--- src/rtl/izh_spike_analyzer.sv ---
// Spike detector for the Izhikevich membrane-voltage byte: hysteresis FSM, saturating
// spike count, inter-spike-interval measurement and an ISI FIFO with valid/ready readout.
module izh_spike_analyzer #(
  parameter logic signed [7:0] THRESH = 8'sd30,
  parameter logic signed [7:0] REARM  = 8'sd0,
  parameter int unsigned       ISI_W  = 16,
  parameter int unsigned       DEPTH  = 8
) (
  input  logic                       clk,
  input  logic                       rst_n,
  input  logic signed [7:0]          v_in,
  input  logic                       sample_en,
  input  logic                       clear,
  output logic                       spike_pulse,
  output logic [15:0]                spike_count,
  output logic [ISI_W-1:0]           isi_data,
  output logic                       isi_valid,
  input  logic                       isi_ready,
  output logic [$clog2(DEPTH):0]     fifo_level,
  output logic                       overflow
);

  localparam int unsigned AW = $clog2(DEPTH);
  localparam int unsigned LW = AW + 1;
  localparam logic [ISI_W-1:0] ISI_MAX = '1;
  localparam logic [15:0]      CNT_MAX = '1;

  typedef enum logic {REFRACT = 1'b0, ARMED = 1'b1} state_t;

  state_t            state_q;
  logic [ISI_W-1:0]  isi_cnt_q;
  logic              have_ref_q;
  logic              spike_pulse_q;
  logic [15:0]       spike_count_q;
  logic              overflow_q;
  logic [ISI_W-1:0]  mem_q [DEPTH];
  logic [AW-1:0]     wr_q;
  logic [AW-1:0]     rd_q;
  logic [LW-1:0]     level_q;
  logic [LW-1:0]     level_d;
  logic              valid_q;

  logic              spike_c;
  logic [ISI_W-1:0]  isi_inc_c;
  logic              pop_c;
  logic              push_req_c;
  logic              push_c;

  // Spike decision, saturating ISI increment and FIFO handshake
  always_comb begin
    spike_c    = sample_en && (state_q == ARMED) && (v_in >= THRESH);
    isi_inc_c  = (isi_cnt_q == ISI_MAX) ? isi_cnt_q : isi_cnt_q + ISI_W'(1);
    pop_c      = valid_q && isi_ready;
    push_req_c = spike_c && have_ref_q;
    push_c     = push_req_c && ((level_q != LW'(DEPTH)) || pop_c);
    level_d    = level_q;
    if (push_c && !pop_c) begin
      level_d = level_q + LW'(1);
    end else if (pop_c && !push_c) begin
      level_d = level_q - LW'(1);
    end
  end

  always_ff @(posedge clk) begin
    if (!rst_n || clear) begin
      state_q       <= REFRACT;
      isi_cnt_q     <= '0;
      have_ref_q    <= 1'b0;
      spike_pulse_q <= 1'b0;
      spike_count_q <= '0;
      overflow_q    <= 1'b0;
      wr_q          <= '0;
      rd_q          <= '0;
      level_q       <= '0;
      valid_q       <= 1'b0;
      for (int i = 0; i < int'(DEPTH); i++) begin
        mem_q[i] <= '0;
      end
    end else begin
      // Hysteresis FSM; only real neuron samples advance it
      if (sample_en) begin
        case (state_q)
          REFRACT: if (v_in < REARM) state_q <= ARMED;
          ARMED:   if (spike_c) state_q <= REFRACT;
          default: state_q <= REFRACT;
        endcase
        isi_cnt_q <= spike_c ? '0 : isi_inc_c;
      end
      spike_pulse_q <= spike_c;
      if (spike_c) begin
        have_ref_q <= 1'b1;
        if (spike_count_q != CNT_MAX) spike_count_q <= spike_count_q + 16'd1;
      end
      if (push_req_c && !push_c) overflow_q <= 1'b1;
      // On a full FIFO with a pop, wr_q == rd_q: the write replaces the departing head
      if (push_c) begin
        mem_q[wr_q] <= isi_inc_c;
        wr_q        <= wr_q + AW'(1);
      end
      if (pop_c) rd_q <= rd_q + AW'(1);
      level_q <= level_d;
      valid_q <= (level_d != '0);
    end
  end

  assign spike_pulse = spike_pulse_q;
  assign spike_count = spike_count_q;
  assign overflow    = overflow_q;
  assign isi_valid   = valid_q;
  assign isi_data    = mem_q[rd_q];
  assign fifo_level  = level_q;

endmodule

--- config.mk ---
export PLATFORM = sky130hd
export DESIGN_NAME = izh_spike_analyzer
export DESIGN_NICKNAME = d
export VERILOG_FILES = /design/src/rtl/izh_spike_analyzer.sv
export SDC_FILE = /design/constraint.sdc
export NUM_CORES = 1
export LEC_CHECK = 0
export ABC_AREA = 1
export BUFFER_PORTS_ARGS = -buffer_cell sky130_fd_sc_hd__buf_4
export CAP_MARGIN = 20
export CORE_AREA = 2 2 120 122
export CTS_BUF_LIST = sky130_fd_sc_hd__clkbuf_2
export DETAILED_ROUTE_END_ITERATION = 10
export DIE_AREA = 0 0 122 124
export HOLD_SLACK_MARGIN = 0.05
export PLACE_DENSITY = 0.78
export SLEW_MARGIN = 20
export SYNTH_ARGS = -nofsm -noshare
export SYNTH_HDL_FRONTEND = slang
export SYNTH_SLANG_ARGS = --single-unit
--- constraint.sdc ---
create_clock -name clk -period 5.6 [get_ports clk]
set_input_delay 1.68 -clock clk [delete_from_list [all_inputs] [get_ports clk]]
set_output_delay 1.68 -clock clk [all_outputs]
set_load 0.05 [all_outputs]
==> metrics.txt, run 1 <==
CP Capture Type primary output; DR WL/cell 16.1 um; EDFF count, synth 128; gp weighted congestion 0.899; met3 routed WL 1.30 mm; Ant. Diodes 0; # rows 43; H-tree depth 4; Die ar. 15100 um^2; first-pass GRT wire length 29.7 mm; Req. time, crit path 3.92 ns; worst hold slack 0.486 ns; Final HPWL DP 11.5 mm; fmax approximately 210 MHz; Slew headroom 0.257; drt first-iter violations a little over 700; CP Class reg -> out; Post-CTS Setup Inserts 0; final period utilization 0.841; Core ar. around 14000 um^2; clk sinks 178; cts hold-fix bufs 0; TritonCTS Buffers 17; clk slew on worst S/H paths 0.22 ns; post-synthesis sequential area ratio 0.592; final count of hold timing violations 0; Synth cell types 32; initial antenna violation count 0; unrepaired setup endpoints after global routing no; number of max-cap violations 0; Worst Path Max Fanout 31; Mapped Area 8190 um^2; width of the die 122 um; most common cell in the netlist nor2_1; top-area cell type share of the netlist area 0.469; DR WL met2 just over 9 mm; Final Skew ~0.019 ns; Critical Path AT 3.03 ns; Mapped Cells 925; Syn. warnings 0; TritonCTS clock tree done; top cells by area, synth edfxtp_1, nor2_1, dfxtp_1; R2R Setup Slk 2.63 ns; status finished clean; Mapped Nets roughly 940; total global routing track utilization 0.260; GR Overflow Total 0; Initial Utilization 0.597; Layout Nets between 900 and 1000; top post-synthesis cells by count nor2_1, nand2_1, edfxtp_1; Clock Tree Root clkbuf_2; Clock Tree Buf Depth 2; Synth-to-Final Area Change 8.07%; Hold Path Class reg -> reg; Detailed Routing Iterations Pass 1 6; share of layout cells above drive strength 1 0.0974; vias in the first global route a little under 6000; Final Max Tran Viols 0; I/O Pins 52; Fillers 1133; uppermost routed layer met4; Setup TNS 0 ns; DRT antenna net count 0; clock period minus worst slack roughly 4.7 ns; cts repair resizes 0; Slew @ Worst Pin 1.11 ns; largest net degree at the start of global routing 65; startpoint types register; PwrDens between 200 and 250 nW/um^2; Tot Pwr 2.13 mW; leakage between 3 and 4 nW; total wire length ~19 mm; DR vias/cell 5.61; syn_area_per_cell between 8 and 9 um^2; async set or reset register ratio after synthesis 0; clk_lat worst skew approximately 0.75 ns; Vias 6474; area leader, netlist edfxtp_1; Max VDD drop around 0.12 mV; Main synth FF type edfxtp_1; count of input and output buffers 50; Final setup viols 0; DRC 0; Die H 124 um; #FFs+latches synth around 180; DRT met1 WL 7.81 mm
[cell families after synthesis]
logic type | synth area share
flip-flops | 0.592
XOR/XNOR | 0.0171
buffers and inverters | 0.0545
adder cells (fa/ha/maj) | 0.00917
AO/OA/AOI/OAI | 0.0961
AND/OR/NAND/NOR | 0.232
[layout make-up]
type	instances	area (um^2)	area share
multi-input combinational	638	2900	0.328
clock inverter	9	68.8	0.00777
clock buffer	20	100	0.0113
timing repair buffer	59	443	0.0500
tap	180	225	0.0254
sequential	178	4850	0.547
inverter	71	267	0.0301
[critical path: stages (launching register included)]
cell,delay (ns)
dfxtp_2,0.38
clkinv_1,0.63
buf_4,0.48
o21ai_0,0.19
o22ai_1,0.10
nor2_1,0.13
a31oi_1,0.09
buf_4,0.27
[cells in the final DEF, fill, tap and decap left out, types with 3 or more instances in the layout]
cell      synthesis  final
ha_1              6      6
nand3_1          26     26
nand4_1          12     12
clkinv_2          0      3
inv_1            68     68
clkinv_1          3      6
o21ai_0          78     78
a31oi_1          17     17
nand2_1         129    129
nand2_2           4      4
a21oi_1          32     32
nor2_1          278    277
nor3_1           12     12
xor2_1           14     14
buf_4             0     59
o22ai_1          16     16
edfxtp_1        128    128
clkbuf_2          0     20
dfxtp_1          50     49
[power by group]
part / switching (mW) / internal [mW]
Clock: 0.408 / 0.150
Combinational: 0.0773 / 0.0270
Sequential: 0.0121 / 1.45
Total: 0.498 / 1.63
[layer usage]
metal  GRT usage  vias up
met5           0        -
met4      0.0905        0
met3      0.0554       32
met2       0.432      258
met1       0.340     3026
li1            -     3158
[registers in the layout (all words and copies together) (netlist names), named ones only]
register and count:
isi_valid 1, state_q 1, rd_q 3, overflow 1
spike_count 16, isi_cnt_q 16, spike_pulse 1, mem_q 128
wr_q 3, fifo_level 4, have_ref_q 1
[stage by stage]
stage	instance area, um^2	setup slack (ns)	instances	utilization
after detailed placement	8680	1.25	1126	0.633
final	8850	0.892	1155	0.645
after global placement	8680	1.32	1126	0.633
after global routing	8850	0.707	1155	0.645
after floorplan	8190	1.95	925	-
after CTS	8850	0.850	1155	0.645
[final timing paths]
check / depth (start not counted) / from / end
hold / removal: 2 / rd_q[2]$_SDFFE_PP0P_ / register
setup / recovery: 7 / register / isi_data[11]
hold reg to reg: 2 / rd_q[2]$_SDFFE_PP0P_ / register
setup reg to reg: 7 / fifo_level[0]$_SDFF_PP0_ / mem_q[7][14]$_SDFFCE_PN0P_
Power figures use the tool's default switching activity.
==> run 2: changes to the inputs <==
--- a/config.mk
+++ b/config.mk
@@ -8,10 +8,10 @@
 export ABC_AREA = 1
 export BUFFER_PORTS_ARGS = -buffer_cell sky130_fd_sc_hd__buf_4
 export CAP_MARGIN = 20
-export CORE_AREA = 2 2 120 122
+export CORE_AREA = 2 2 123 125
 export CTS_BUF_LIST = sky130_fd_sc_hd__clkbuf_2
 export DETAILED_ROUTE_END_ITERATION = 10
-export DIE_AREA = 0 0 122 124
+export DIE_AREA = 0 0 125 127
 export HOLD_SLACK_MARGIN = 0.05
 export PLACE_DENSITY = 0.78
 export SLEW_MARGIN = 20
==> constraint.sdc (replaced) <==
create_clock -name clk -period 3.86 [get_ports clk]
set_input_delay 1.158 -clock clk [delete_from_list [all_inputs] [get_ports clk]]
set_output_delay 1.158 -clock clk [all_outputs]
set_load 0.05 [all_outputs]
==> metrics.txt, run 2 (synthesis results as in run 1) <==
Setup TNS 0 ns (unchanged); r2r endpoint mem_q[3][0]$_SDFFCE_PN0P_ (was mem_q[7][14]$_SDFFCE_PN0P_); Final Max Tran Viols 0 (unchanged); CP Class reg -> out (unchanged); Core ar. 14400 um^2 (was 13700 um^2); commonest non-fill, non-tap cells in the layout nor2_1, nand2_1, edfxtp_1 (unchanged); Slew @ Worst Pin 0.622 ns (was 1.11 ns); drt first-iter violations 637 (was 708); cts repair resizes 0 (unchanged); status finished clean (unchanged); Synth-to-Final Area Change 11.1% (was 8.07%); Critical Path AT 2.56 ns (was 3.03 ns); Post-CTS Setup Inserts 0 (unchanged); leakage 3.44 nW (was 3.32 nW); Clock Tree Root clkbuf_2 (unchanged); Clock Tree Buf Depth 2 (unchanged); Fillers 1201 (was 1133); clk sinks 178 (unchanged); slowest CP cell dfxtp_4 (was clkinv_1); total global routing track utilization 0.243 (was 0.260); uppermost routed layer met4 (unchanged); Tot Pwr 3.23 mW (was 2.13 mW); utilization after layout 0.631 (was 0.645); final period utilization 0.964; startpoint types register (unchanged); number of max-cap violations 0 (unchanged); unrepaired setup endpoints after global routing no (unchanged); final count of hold timing violations 0 (unchanged); pre-CTS setup slack 0.699 ns (was 1.25 ns); count of input and output buffers 50 (unchanged); DR WL met2 9.28 mm (was 9.09 mm); DRT met1 WL 7.82 mm (was 7.81 mm); Initial Utilization 0.568 (was 0.597); vias in the first global route 6133 (was 5949); Max VDD drop 0.160 mV (was 0.122 mV); total wire length 19.1 mm (was 18.6 mm); clk slew on worst S/H paths 0.24 ns (was 0.22 ns); initial antenna violation count 1 (was 0); DRC 0 (unchanged); DR WL/cell 16.2 um (was 16.1 um); Die ar. 15900 um^2 (was 15100 um^2); reg2reg path depth 9 (was 7); Final setup viols 0 (unchanged); CP max stage delay 0.43 ns (was 0.63 ns); hold endpoint rd_q[2]$_SDFFE_PP0P_; most common cell after layout, fill and taps aside nor2_1 (unchanged); TritonCTS Buffers 17 (unchanged); fmax 269 MHz; Die H 127 um (was 124 um); Crit path top cell by count buf_12 (was buf_4); largest net degree at the start of global routing 66 (was 65); GR Overflow Total 0 (unchanged); Vias 6583 (was 6474); Reg2Reg Launch Point isi_cnt_q[0]$_SDFFE_PP0P_ (was fifo_level[0]$_SDFF_PP0_); gp weighted congestion 0.905 (was 0.899); clk_lat worst skew 0.76 ns (was 0.75 ns); TritonCTS clock tree done (unchanged); share of layout cells above drive strength 1 0.118 (was 0.0974); H-tree depth 4 (unchanged); DR vias/cell 5.57 (was 5.61); worst path buffer plus inverter count 4 (was 3); CP Capture Type primary output (unchanged); R2R Setup Slk 1.36 ns (was 2.63 ns); # rows 44 (was 43); cts hold-fix bufs 0 (unchanged); min-delay src rd_q[2]$_SDFFE_PP0P_ (unchanged); clock period minus worst slack between 3 and 4 ns; Layout Nets 1002 (was 984); Largest register FFs 128 (unchanged); Final HPWL DP 11.8 mm (was 11.5 mm); fin worst setup slack 0.140 ns (was 0.892 ns); Worst Path Max Fanout 64 (was 31); Final Skew 0.0438 ns (was 0.0194 ns); Hold Path Class reg -> reg (unchanged); met3 routed WL 1.64 mm (was 1.30 mm); Slew headroom 0.585 (was 0.257); first-pass GRT wire length 30.3 mm (was 29.7 mm); delay-heaviest family, CP buffers and inverters (unchanged); DRT antenna net count 0 (unchanged); Req. time, crit path 2.70 ns (was 3.92 ns); Top reg by flops mem_q (unchanged); PwrDens 355 nW/um^2 (was 240 nW/um^2); I/O Pins 52 (unchanged); worst path cell trace buf_12 > clkinv_1 > buf_12 > o21ai_0 > o22ai_1 > nor2_1 > a31oi_1 > buf_4 (was clkinv_1 > buf_4 > o21ai_0 > o22ai_1 > nor2_1 > a31oi_1 > buf_4); width of the die 125 um (was 122 um); Detailed Routing Iterations Pass 1 6 (unchanged); hold-critical path depth 2 (unchanged)
## run 2: cell types whose count changed in the layout (fill, tap and decap cells not counted), sizes merged
cell	delta
bufinv	+1
clkinvlp	+2
buf	+17
clkbuf	+1
diode	+1
inv	+2
clkinv	-2
## run 2: layer usage
layer	vias to the layer above	track usage
li1	3203	-
met1	3067	0.322
met2	278	0.406
met3	35	0.0482
met4	0	0.0810
met5	-	0
## run 2: worst max-delay path by stage
stage              start  slack, ns                        end  cells after the start
2_1_floorplan   register       0.73               isi_data[13]                      6
3_3_place_gp   sample_en       0.74  mem_q[4][8]$_SDFFCE_PN0P_                     11
3_5_place_dp   sample_en       0.70  mem_q[4][8]$_SDFFCE_PN0P_                     11
4_1_cts         register       0.11                isi_data[1]                      8
5_1_grt         register       0.02                isi_data[5]                      8
6_report        register       0.14               isi_data[11]                      8
## run 2: tightest hold or removal path, cell delays in order (launching register included)
cell	delay, ns
dfxtp_1	0.37
inv_1	0.05
a21oi_1	0.06
## run 2: layout make-up
| type | instances | area, um^2 | share of cell area |
|---|---|---|---|
| inverter | 71 | 267 | 0.0293 |
| clock buffer | 20 | 100 | 0.0110 |
| multi-input combinational | 638 | 2900 | 0.318 |
| antenna | 1 | 2.50 | 0.000275 |
| timing repair buffer | 77 | 621 | 0.0682 |
| tap | 184 | 230 | 0.0253 |
| sequential | 178 | 4850 | 0.533 |
| clock inverter | 12 | 135 | 0.0148 |
## run 2: stage by stage
stage	hold slack (ns)	instance area, um^2	std cells
final	0.492	9100	1181
after global routing	0.522	9100	1181
after CTS	0.488	9070	1179
after detailed placement	0.456	8840	1147
after global placement	0.447	8840	1147
after floorplan	0.433	8190	925
## run 2: report_power, final
group          internal (mW)  leakage [nW]  switching (mW)  total (mW)
sequential              2.11          1.80          0.0166        2.12
combinational         0.0455          1.50           0.114       0.160
clock                  0.307         0.137           0.639       0.946
total                   2.46          3.44           0.770        3.23
==> run 3: changes to the inputs <==
--- a/config.mk
+++ b/config.mk
@@ -8,12 +8,13 @@
 export ABC_AREA = 1
 export BUFFER_PORTS_ARGS = -buffer_cell sky130_fd_sc_hd__buf_4
 export CAP_MARGIN = 20
-export CORE_AREA = 2 2 123 125
+export CORE_AREA = 2 2 101 152
 export CTS_BUF_LIST = sky130_fd_sc_hd__clkbuf_2
 export DETAILED_ROUTE_END_ITERATION = 10
-export DIE_AREA = 0 0 125 127
+export DIE_AREA = 0 0 103 154
 export HOLD_SLACK_MARGIN = 0.05
 export PLACE_DENSITY = 0.78
+export REMOVE_ABC_BUFFERS = 1
 export SLEW_MARGIN = 20
 export SYNTH_ARGS = -nofsm -noshare
 export SYNTH_HDL_FRONTEND = slang
==> metrics.txt, run 3 (synthesis results as in run 1) <==
status finished clean (unchanged); Die ar. 15900 um^2 (about the same); clock period minus worst slack 3.69 ns (was 3.72 ns); R2R Setup Slk 1.45 ns (was 1.36 ns); initial antenna violation count 1 (unchanged); CP max stage delay 0.42 ns (was 0.43 ns); unrepaired setup endpoints after global routing no (unchanged); Layout Nets 1002 (unchanged); r2r endpoint mem_q[4][0]$_SDFFCE_PN0P_ (was mem_q[3][0]$_SDFFCE_PN0P_); DRT antenna net count 0 (unchanged); drt first-iter violations 310 (was 637); Clock Tree Buf Depth 2 (unchanged); Critical Path AT 2.54 ns (was 2.56 ns); PwrDens 347 nW/um^2 (was 355 nW/um^2); Slew headroom 0.540 (was 0.585); worst path buffer plus inverter count 2 (was 4); Detailed Routing Iterations Pass 1 5 (was 6); worst path cell trace buf_6 > o21ai_0 > o22ai_1 > nor2_1 > a31oi_1 > buf_4 (was buf_12 > clkinv_1 > buf_12 > o21ai_0 > o22ai_1 > nor2_1 > a31oi_1 > buf_4); Slew @ Worst Pin 0.689 ns (was 0.622 ns); final period utilization 0.957 (was 0.964); vias in the first global route 6202 (was 6133); fin worst setup slack 0.166 ns (was 0.140 ns); fmax 271 MHz (was 269 MHz); count of input and output buffers 50 (unchanged); Synth-to-Final Area Change 10.6% (was 11.1%); Final HPWL DP 12.0 mm (was 11.8 mm); Hold Path Class reg -> reg (unchanged); Tot Pwr 3.14 mW (was 3.23 mW); delay-heaviest family, CP compound AO/OA/AOI/OAI gates (was buffers and inverters); Worst Path Max Fanout 64 (unchanged); Vias 6470 (was 6583); leakage 3.42 nW (was 3.44 nW); first-pass GRT wire length 29.4 mm (was 30.3 mm); DR WL/cell 15.4 um (was 16.2 um); clk_lat worst skew 0.74 ns (was 0.76 ns); hold-critical path depth 2 (unchanged); Post-CTS Setup Inserts 0 (unchanged); DR vias/cell 5.42 (was 5.57); DRC 0 (unchanged); CP Class reg -> out (unchanged); number of max-cap violations 0 (unchanged); Top reg by flops mem_q (unchanged); width of the die 103 um (was 125 um); Clock Tree Root clkbuf_2 (unchanged); total wire length 18.3 mm (was 19.1 mm); Initial Utilization 0.566 (was 0.568); commonest non-fill, non-tap cells in the layout nor2_1, nand2_1, edfxtp_1 (unchanged); most common cell after layout, fill and taps aside nor2_1 (unchanged); min-delay src rd_q[2]$_SDFFE_PP0P_ (unchanged); share of layout cells above drive strength 1 0.117 (was 0.118); largest net degree at the start of global routing 65 (was 66); pre-CTS setup slack 0.704 ns (was 0.699 ns); Req. time, crit path 2.70 ns (about the same); cts hold-fix bufs 0 (unchanged); Final Skew 0.0404 ns (was 0.0438 ns); startpoint types register (unchanged); Core ar. 14500 um^2 (was 14400 um^2); TritonCTS Buffers 17 (unchanged); # rows 54 (was 44); H-tree depth 4 (unchanged); reg2reg path depth 9 (unchanged); Max VDD drop 0.176 mV (was 0.160 mV); Final Max Tran Viols 0 (unchanged); Largest register FFs 128 (unchanged); Die H 154 um (was 127 um); hold endpoint rd_q[2]$_SDFFE_PP0P_ (unchanged); Final setup viols 0 (unchanged); TritonCTS clock tree done (unchanged); clk sinks 178 (unchanged); Reg2Reg Launch Point isi_cnt_q[0]$_SDFFE_PP0P_ (unchanged); I/O Pins 52 (unchanged); GR Overflow Total 0 (unchanged); final count of hold timing violations 0 (unchanged); total global routing track utilization 0.242 (was 0.243); gp weighted congestion 0.886 (was 0.905); clk slew on worst S/H paths 0.23 ns (was 0.24 ns); slowest CP cell dfxtp_2 (was dfxtp_4); CP Capture Type primary output (unchanged)
## run 3: tightest hold or removal path, stage by stage, from the launching register on
cell and delay, ns:
dfxtp_1 0.36, inv_1 0.05, a21oi_1 0.07
## run 3: metal layers
layer	share of wire	wire, um	global-route usage
met5	0	0	0
met4	0.029	534	0.0934
met3	0.054	997	0.0377
met2	0.53	9800	0.436
met1	0.38	6990	0.283
## run 3: how the worst max path moves through the flow
stage / end / cells past startpoint / slack [ns] / start
final: isi_data[13] / 6 / 0.17 / register
after floorplan: isi_data[14] / 3 / -0.63 / register
after global routing: isi_data[13] / 6 / 0.03 / register
after detailed placement: mem_q[0][10]$_SDFFCE_PN0P_ / 11 / 0.70 / sample_en
after global placement: mem_q[0][3]$_SDFFCE_PN0P_ / 11 / 0.72 / sample_en
after CTS: isi_data[13] / 8 / 0.08 / register
## run 3: power by group
part | internal (mW) | switching (mW) | total, mW
logic | 0.0461 | 0.113 | 0.159
clock network | 0.224 | 0.636 | 0.860
registers | 2.11 | 0.0162 | 2.12
## run 3: stage by stage
stage	utilization	std cells	hold slack, ns	area, um^2	TNS, ns
floorplan	-	887	0.433	8010	-9.44
global placement	0.612	1160	0.446	8850	0
detailed placement	0.612	1160	0.460	8850	0
CTS	0.626	1192	0.486	9050	0
global route	0.627	1193	0.524	9060	0
finish	0.627	1193	0.481	9060	0
## run 3: timing repair
item / 4_1_cts / 5_1_grt
pin swaps: 0 / 0
setup endpoints to repair: 1 / 8
resized for setup: 1 / 2
## run 3: final cells by class
cell class,instances,area (um^2)
Antenna cell,1,2.50
Clock buffer,17,85.1
Clock inverter,15,116
Fill cell,1279,5400
Inverter,71,270
Multi-Input combinational cell,638,2900
Sequential cell,178,4850
Tap cell,196,245
Timing Repair Buffer,77,598
